**src/rtl/fp_sqrt_issue_ctrl.sv**
```systemverilog
// Issue controller for a fixed-latency single-precision square-root datapath.
// Specials resolve locally; optional sticky flags are enabled by FP_SQRT_STICKY_FLAGS_EN.
module fp_sqrt_issue_ctrl #(
  parameter int unsigned LATENCY = 8
) (
  input  logic        clk,
  input  logic        rst_n,
  input  logic        in_valid,
  output logic        in_ready,
  input  logic [31:0] in_a,
  output logic        out_valid,
  input  logic        out_ready,
  output logic [31:0] out_result,
  output logic        out_invalid,
  output logic        out_underflow,
  output logic [31:0] sqrt_a,
  output logic        sqrt_en,
  input  logic [31:0] sqrt_result,
  output logic        busy,
`ifdef FP_SQRT_STICKY_FLAGS_EN
  input  logic        flag_clr,
  output logic        sticky_invalid,
  output logic        sticky_underflow,
`endif
  output logic [1:0]  state_dbg
);

  // Handshakes: a transfer happens on a rising edge where valid && ready.
  // in_ready is high only in IDLE; out_valid is high only in DONE and the
  // result/flags stay frozen until out_ready is seen there.

  typedef enum logic [1:0] {
    IDLE = 2'd0,
    BUSY = 2'd1,
    DONE = 2'd2
  } state_t;

  localparam logic [7:0]  CNT_INIT = 8'(LATENCY - 1);
  localparam logic [31:0] QNAN     = 32'h7FC0_0000;
  localparam logic [31:0] PINF     = 32'h7F80_0000;

  state_t      state_q, state_d;
  logic [7:0]  cnt_q, cnt_d;
  logic [31:0] sqrt_a_q, sqrt_a_d;
  logic [31:0] res_q, res_d;
  logic        inv_q, inv_d;
  logic        unf_q, unf_d;
  logic        live_q;

  logic [7:0]  op_exp;
  logic [22:0] op_man;
  logic        op_normal;
  logic [31:0] spec_res;
  logic        spec_inv;
  logic        spec_unf;
  logic        accept;

  // Operand classification; zero and denormal share the signed-zero result.
  always_comb begin
    op_exp    = in_a[30:23];
    op_man    = in_a[22:0];
    op_normal = 1'b0;
    spec_res  = 32'h0;
    spec_inv  = 1'b0;
    spec_unf  = 1'b0;
    if (op_exp == 8'hFF && op_man != 23'h0) begin
      spec_res = in_a | 32'h0040_0000;
      spec_inv = ~in_a[22];
    end else if (op_exp == 8'h00) begin
      spec_res = {in_a[31], 31'h0};
      spec_unf = (op_man != 23'h0);
    end else if (in_a[31]) begin
      spec_res = QNAN;
      spec_inv = 1'b1;
    end else if (op_exp == 8'hFF) begin
      spec_res = PINF;
    end else begin
      op_normal = 1'b1;
    end
  end

  assign in_ready  = (state_q == IDLE) && live_q;
  assign busy      = (state_q != IDLE);
  assign sqrt_en   = (state_q == BUSY);
  assign out_valid = (state_q == DONE);
  assign accept    = in_valid && in_ready;

  always_comb begin
    state_d  = state_q;
    cnt_d    = cnt_q;
    sqrt_a_d = sqrt_a_q;
    res_d    = res_q;
    inv_d    = inv_q;
    unf_d    = unf_q;
    case (state_q)
      IDLE: begin
        if (accept) begin
          if (op_normal) begin
            state_d  = BUSY;
            cnt_d    = CNT_INIT;
            sqrt_a_d = in_a;
          end else begin
            state_d = DONE;
            res_d   = spec_res;
            inv_d   = spec_inv;
            unf_d   = spec_unf;
          end
        end
      end
      BUSY: begin
        if (cnt_q == 8'h0) begin
          state_d = DONE;
          res_d   = sqrt_result;
          inv_d   = 1'b0;
          unf_d   = 1'b0;
        end else begin
          cnt_d = cnt_q - 8'h1;
        end
      end
      DONE: begin
        if (out_ready) state_d = IDLE;
      end
      default: state_d = IDLE;
    endcase
  end

  // live_q holds in_ready low until the first edge after reset release.
  always_ff @(posedge clk or negedge rst_n) begin
    if (!rst_n) begin
      state_q  <= IDLE;
      cnt_q    <= 8'h0;
      sqrt_a_q <= 32'h0;
      res_q    <= 32'h0;
      inv_q    <= 1'b0;
      unf_q    <= 1'b0;
      live_q   <= 1'b0;
    end else begin
      state_q  <= state_d;
      cnt_q    <= cnt_d;
      sqrt_a_q <= sqrt_a_d;
      res_q    <= res_d;
      inv_q    <= inv_d;
      unf_q    <= unf_d;
      live_q   <= 1'b1;
    end
  end

  assign sqrt_a        = sqrt_a_q;
  assign out_result    = res_q;
  assign out_invalid   = inv_q;
  assign out_underflow = unf_q;
  assign state_dbg     = state_q;

`ifdef FP_SQRT_STICKY_FLAGS_EN
  logic sticky_inv_q, sticky_inv_d;
  logic sticky_unf_q, sticky_unf_d;
  logic out_hs;

  // A setting handshake beats a simultaneous clear.
  always_comb begin
    out_hs       = out_valid && out_ready;
    sticky_inv_d = sticky_inv_q;
    sticky_unf_d = sticky_unf_q;
    if (flag_clr) begin
      sticky_inv_d = 1'b0;
      sticky_unf_d = 1'b0;
    end
    if (out_hs && inv_q) sticky_inv_d = 1'b1;
    if (out_hs && unf_q) sticky_unf_d = 1'b1;
  end

  always_ff @(posedge clk or negedge rst_n) begin
    if (!rst_n) begin
      sticky_inv_q <= 1'b0;
      sticky_unf_q <= 1'b0;
    end else begin
      sticky_inv_q <= sticky_inv_d;
      sticky_unf_q <= sticky_unf_d;
    end
  end

  assign sticky_invalid   = sticky_inv_q;
  assign sticky_underflow = sticky_unf_q;
`endif

endmodule

```
**config.mk**
```make
export PLATFORM = sky130hd
export DESIGN_NAME = fp_sqrt_issue_ctrl
export DESIGN_NICKNAME = d
export VERILOG_FILES = /design/src/rtl/fp_sqrt_issue_ctrl.sv
export SDC_FILE = /design/constraint.sdc
export NUM_CORES = 1
export LEC_CHECK = 0
export BUFFER_PORTS_ARGS = -buffer_cell sky130_fd_sc_hd__buf_4
export CAP_MARGIN = 40
export CELL_PAD_IN_SITES_DETAIL_PLACEMENT = 1
export CELL_PAD_IN_SITES_GLOBAL_PLACEMENT = 1
export CORE_MARGIN = 4
export CORE_UTILIZATION = 39
export CTS_BUF_LIST = sky130_fd_sc_hd__clkbuf_8 sky130_fd_sc_hd__clkbuf_16
export CTS_CLUSTER_SIZE = 12
export DETAILED_ROUTE_END_ITERATION = 8
export GPL_TIMING_DRIVEN = 0
export PLACE_DENSITY_LB_ADDON = 0.08
export SETUP_SLACK_MARGIN = 0.1
export SLEW_MARGIN = 40
export SYNTH_ARGS = -nofsm -noshare
export SYNTH_HDL_FRONTEND = slang
export SYNTH_SLANG_ARGS = --single-unit
```
**constraint.sdc**
```tcl
create_clock -name clk -period 4.15 [get_ports clk]
set_input_delay 0.2075 -clock clk [delete_from_list [all_inputs] [get_ports clk]]
set_output_delay 0.2075 -clock clk [all_outputs]
set_load 0.1 [all_outputs]
```
# Word level (Yosys, flattened, before mapping)
# Index checks and enable logic that the tools add are counted.
classes:
  addsub: 1
  eq_ne: 9
  muxes: 33
  n_bitwise: 1
  reduce_logical: 13
op_table:
  columns: ["op", "n"]
  rows:
  - ["2-to-1 mux 32 bit", 5]
  - ["case mux 32 bit (2 select lines)", 1]
  - ["2-to-1 mux 31 bit", 2]
  - ["2-to-1 mux 8 bit", 3]
  - ["nonzero test 23 bit", 1]
  - ["zero test 8 bit", 2]
  - ["case mux 8 bit (2 select lines)", 1]
  - ["2-to-1 mux 1 bit", 14]
  - ["== test 8 bit (second input constant)", 1]
  - ["2-to-1 mux 2 bit", 4]
  - ["inequality test 2 bit (second input constant)", 4]
  - ["AND reduction 4 bit", 2]
  - ["subtractor 8 x 1 -> 8 bit (second input constant)", 1]
  - ["case mux 2 bit (3 select lines)", 1]
  - ["AND reduction 3 bit", 2]
  - ["inequality test 2 x 1 -> 1 bit (second input constant)", 2]
  - ["case mux 1 bit (2 select lines)", 2]
  - ["nonzero test 2 bit", 2]
  - ["logical AND 1 bit", 3]
  - ["== test 2 x 1 -> 1 bit (second input constant)", 1]
  - ["== test 2 bit (second input constant)", 1]
  - ["zero test 2 bit", 1]
  - ["NOT 1 bit", 1]
totals:
  ff_bits: 77
  input_bits: 68
  out_inout_bits: 72

# Longest topological paths before layout
logic_depth:
  word_depth: 8
  depth_mapped: 9
  depth_no_buf: 7

# Worst setup path after synthesis
# No wires, ideal clock.
synth_timing:
  path_type: "register to output"
  startpoint: "reg state_q[1], in the netlist state_dbg[1]"
  endpoint: "out out_valid"
  t_arrival_ps: 2485
  setup_slack_ps: 1457
  path_stages_with_launch: 3
  path_buffers: 0
  path_cell_list: "dfrtp_1 > inv_1 > nor2_1"
synth_via:
  elab_chain_len: 1
synth_rtl:
  columns: ["element", "line", "text"]
  rows:
  - ["start: declaration", "42", "state_t state_q, state_d;"]
  - ["start signal: assignment", "138", "state_q <= state_d;"]
  - ["== test 2 bit", "85", "assign out_valid = (state_q == DONE);"]
  - ["end: declaration", "11", "output logic out_valid,"]
# No other way between the ends.

# Final worst setup path
layout_timing:
  startpoint: "reg state_q[0], in the netlist state_dbg[0]"
  endpoint: "out sqrt_en"
layout_via:
  elab_chain_len: 1
layout_rtl:
  columns: ["element", "line", "text"]
  rows:
  - ["== test 2 x 1 -> 1 bit", "84", "assign sqrt_en = (state_q == BUSY);"]
  - ["end: declaration", "17", "output logic sqrt_en,"]
# No other way between the ends.

==> results.md <==
* Worst path cell trace: nand2b_1, buf_2, inv_1, buf_2, buf_4
* CTS tree: built
* Largest net degree at the start of global routing at slightly below 80
* Top cell by count, worst path: buf_2
* First-pass GRT wire length at 17500 um
* FF+latch count, synth at 77
* Post-synth top flop: dfrtp_1
* Adder-cell area share of the yosys netlist at less than 1%
* Layout cells sized above 1 at 43.2%
* CP Capture Type: output port
* Drt drc at 0
* Vias/cell at approximately 5.3
* Syn_nets at 390
* Post-Synth XOR/XNOR Area at under 10%
* Cell variety after synth at 47
* Share of synthesized registers carrying an async set or reset at 100%
* GRT Resource Usage Total at ~22%
* Critical path required time at between 3000 and 4000 ps
* Detailed-route via count at 3089
* DR WL/cell at 19.5 um
* CTS buffer count at 9
* CTS H-tree lvls at 3
* Post-CTS Resized at 0
* Root buffer cell: clkbuf_8
* Area leader, netlist: dfrtp_1
* Die width at 103 um
* Final min period at 2230 ps
* Max Buffers Root-to-Sink at 2
* Top cells by area, synth: dfrtp_1 (55%), mux2_2 (9.2%), and2_1 (3.9%), a31oi_1 (3.7%), nand2_1 (3.7%)
* Std cell rows at 34
* Setup ws final at 1920 ps
* Clock Skew at 19.9 ps
* Full die area at 10700 um2
* WL met3 at 863 um
* Fin nets at 541
* Clk_lat worst skew at 360 ps
* Place WS at 2160 ps
* Die Span Y at 103 um
* Slowest stage cell, crit path: dfrtp_1
* Relative slew slack at 51.4%
* Crit path max fanout at 10
* WL met2 at 5510 um
* Core area at 8760 um2
* Top cell type's share of synthesized area at 54.5%
* Area growth, synth to finish at 38.8%
* Max layer used: met4
* Period utilization at 53.7%
* Slew Limit Fails at 0
* Setup repair bufs after CTS at 0
* Drt pass-1 iters at 4
* CP Class: reg -> out
* Reg clk slew, reported paths at 90 ps
* Max-Cap Viols at 0
* Boundary Pins at 140
* Final Hold Fails at 0
* GP Congestion at approximately 0.8
* Detailed Place HPWL at 8670 um
* Fmax at 0.449 GHz
* Final WL at 11400 um
* Main combinational cell family by area after synthesis: simple AND/OR/NAND/NOR gates
* Worst min path class: in -> reg
* Post-Route M1 WL at 4860 um
* Initial antenna violation count at 0
* 1st-iter DRT viols at 78
* Mux cell area share after synthesis at between 10 and 15%
* Register area share after synthesis at 54.5%
* Post-synthesis cell area at 3530 um2
* Port Buffers at 139
* Setup Viol. Count Final at 0
* CP max stage delay at 560 ps
* Worst Tran Pin Value at 730 ps
* Clock tree sinks at 77
* Mapped Avg Cell Area at 11.0 um2
* Syn Inst Count at 320
* Initial Utilization at 40.3%
* Aggregate global routing overflow at 0
* Startpoint types: flop
* Vias in the first global route at between 3000 and 4000
* RSZ-0062 raised after global routing: no
* Ant diodes at 0
* Final TNS setup at 0 ps
* Status: complete, no violations
* Number of synthesis warnings at 0
* ANT nets after route at 0
* Worst EP arrival at 2020 ps
* EDFF count, synth at 0
* Simple-Gate Fraction of Synth Area at 15.8%
* Fillers at around 990
* Fraction of the mapped netlist area in compound gates at roughly an eighth
## registers in the layout, indices dropped and copies added, names as in the netlist
signal / count
out_result: 32
state_dbg: 2
out_invalid: 1
sqrt_a: 32
live_q: 1
out_underflow: 1
cnt_q: 8
## Yosys cell counts (5+ instances only)
library cell and count:
and2_1 22, nor4_1 5, buf_2 5, o21ai_0 14, mux2_2 29, a31oi_1 21, a21oi_1 13, xor2_1 6
dfrtp_1 77, o21ai_1 16, inv_1 6, clkbuf_1 5, nor2_1 13, nand2_1 35
## stage by stage
step           hold WS [ps]  util (%)  cell area [um2]  cells
6_report               42.7      56.0             4910    583
2_1_floorplan         -88.1         -             3530    320
3_5_place_dp            298      53.8             4720    567
3_3_place_gp            386      53.8             4710    567
4_1_cts                34.8      56.0             4910    583
5_1_grt                26.7      56.0             4910    583
## area by class of cell
class	instances	area, um2	share of cell area (%)
Inverter	6	22.5	0.459
Sequential cell	77	1930	39.3
Timing Repair Buffer	140	1060	21.5
Multi-Input combinational cell	217	1460	29.7
Tap cell	108	135	2.75
Clock buffer	9	124	2.52
Buffer	20	128	2.60
Clock inverter	6	56.3	1.15
## kinds of logic after synthesis
kind of cell | count (synthesis)
flip-flops | 77
other | 1
multiplexers | 32
XOR/XNOR | 6
adder cells (fa/ha/maj) | 2
AND/OR/NAND/NOR | 101
AO/OA/AOI/OAI | 75
buffers and inverters | 26
## layer usage
layer  global-route usage [%]  up-vias
li1                         -     1426
met1                     27.6     1549
met2                     35.9      102
met3                     6.24       12
met4                     7.77        0
met5                        0        -
## final timing paths
check | startpoint | endpoint | slack (ps) | depth (start not counted)
max | state_dbg[0] | sqrt_en | 1920 | 5
min | out_ready | state_dbg[1] | 40 | 2
max reg2reg | cnt_q[0] | out_result[17] | 2150 | 9
min reg2reg | out_result[8] | out_result[8] | 490 | 2
max in group asynchronous | rst_n | out_result[18] | 3190 | 2
min in group asynchronous | rst_n | cnt_q[2] | 430 | 2
## cell usage in the layout (no fill, tap or decap), drive strengths merged, types with 3 or more instances in the layout
master,instances
a21oi,14
nor4,7
buf,153
mux2,31
clkinv,3
inv,7
a31oi,21
clkbuf,15
nand2,35
xor2,6
o21ai,30
nor2,14
and2,23
dfrtp,77
## critical path, delay by kind of cell (launching register included)
family / cells / cell delay [ps]
flip-flops: 1 / 560
buffers and inverters: 4 / 1010
AND/OR/NAND/NOR: 1 / 80
## what timing repair did
item | CTS | global route
endpoints found under the setup margin | 0 | 0
hold buffers | 1 | 0
endpoints found under the hold margin | 77 | 0
Power is left out: the tool's default activity adds up to more than one toggle a clock period on the data nets, which glitch-free logic cannot reach.
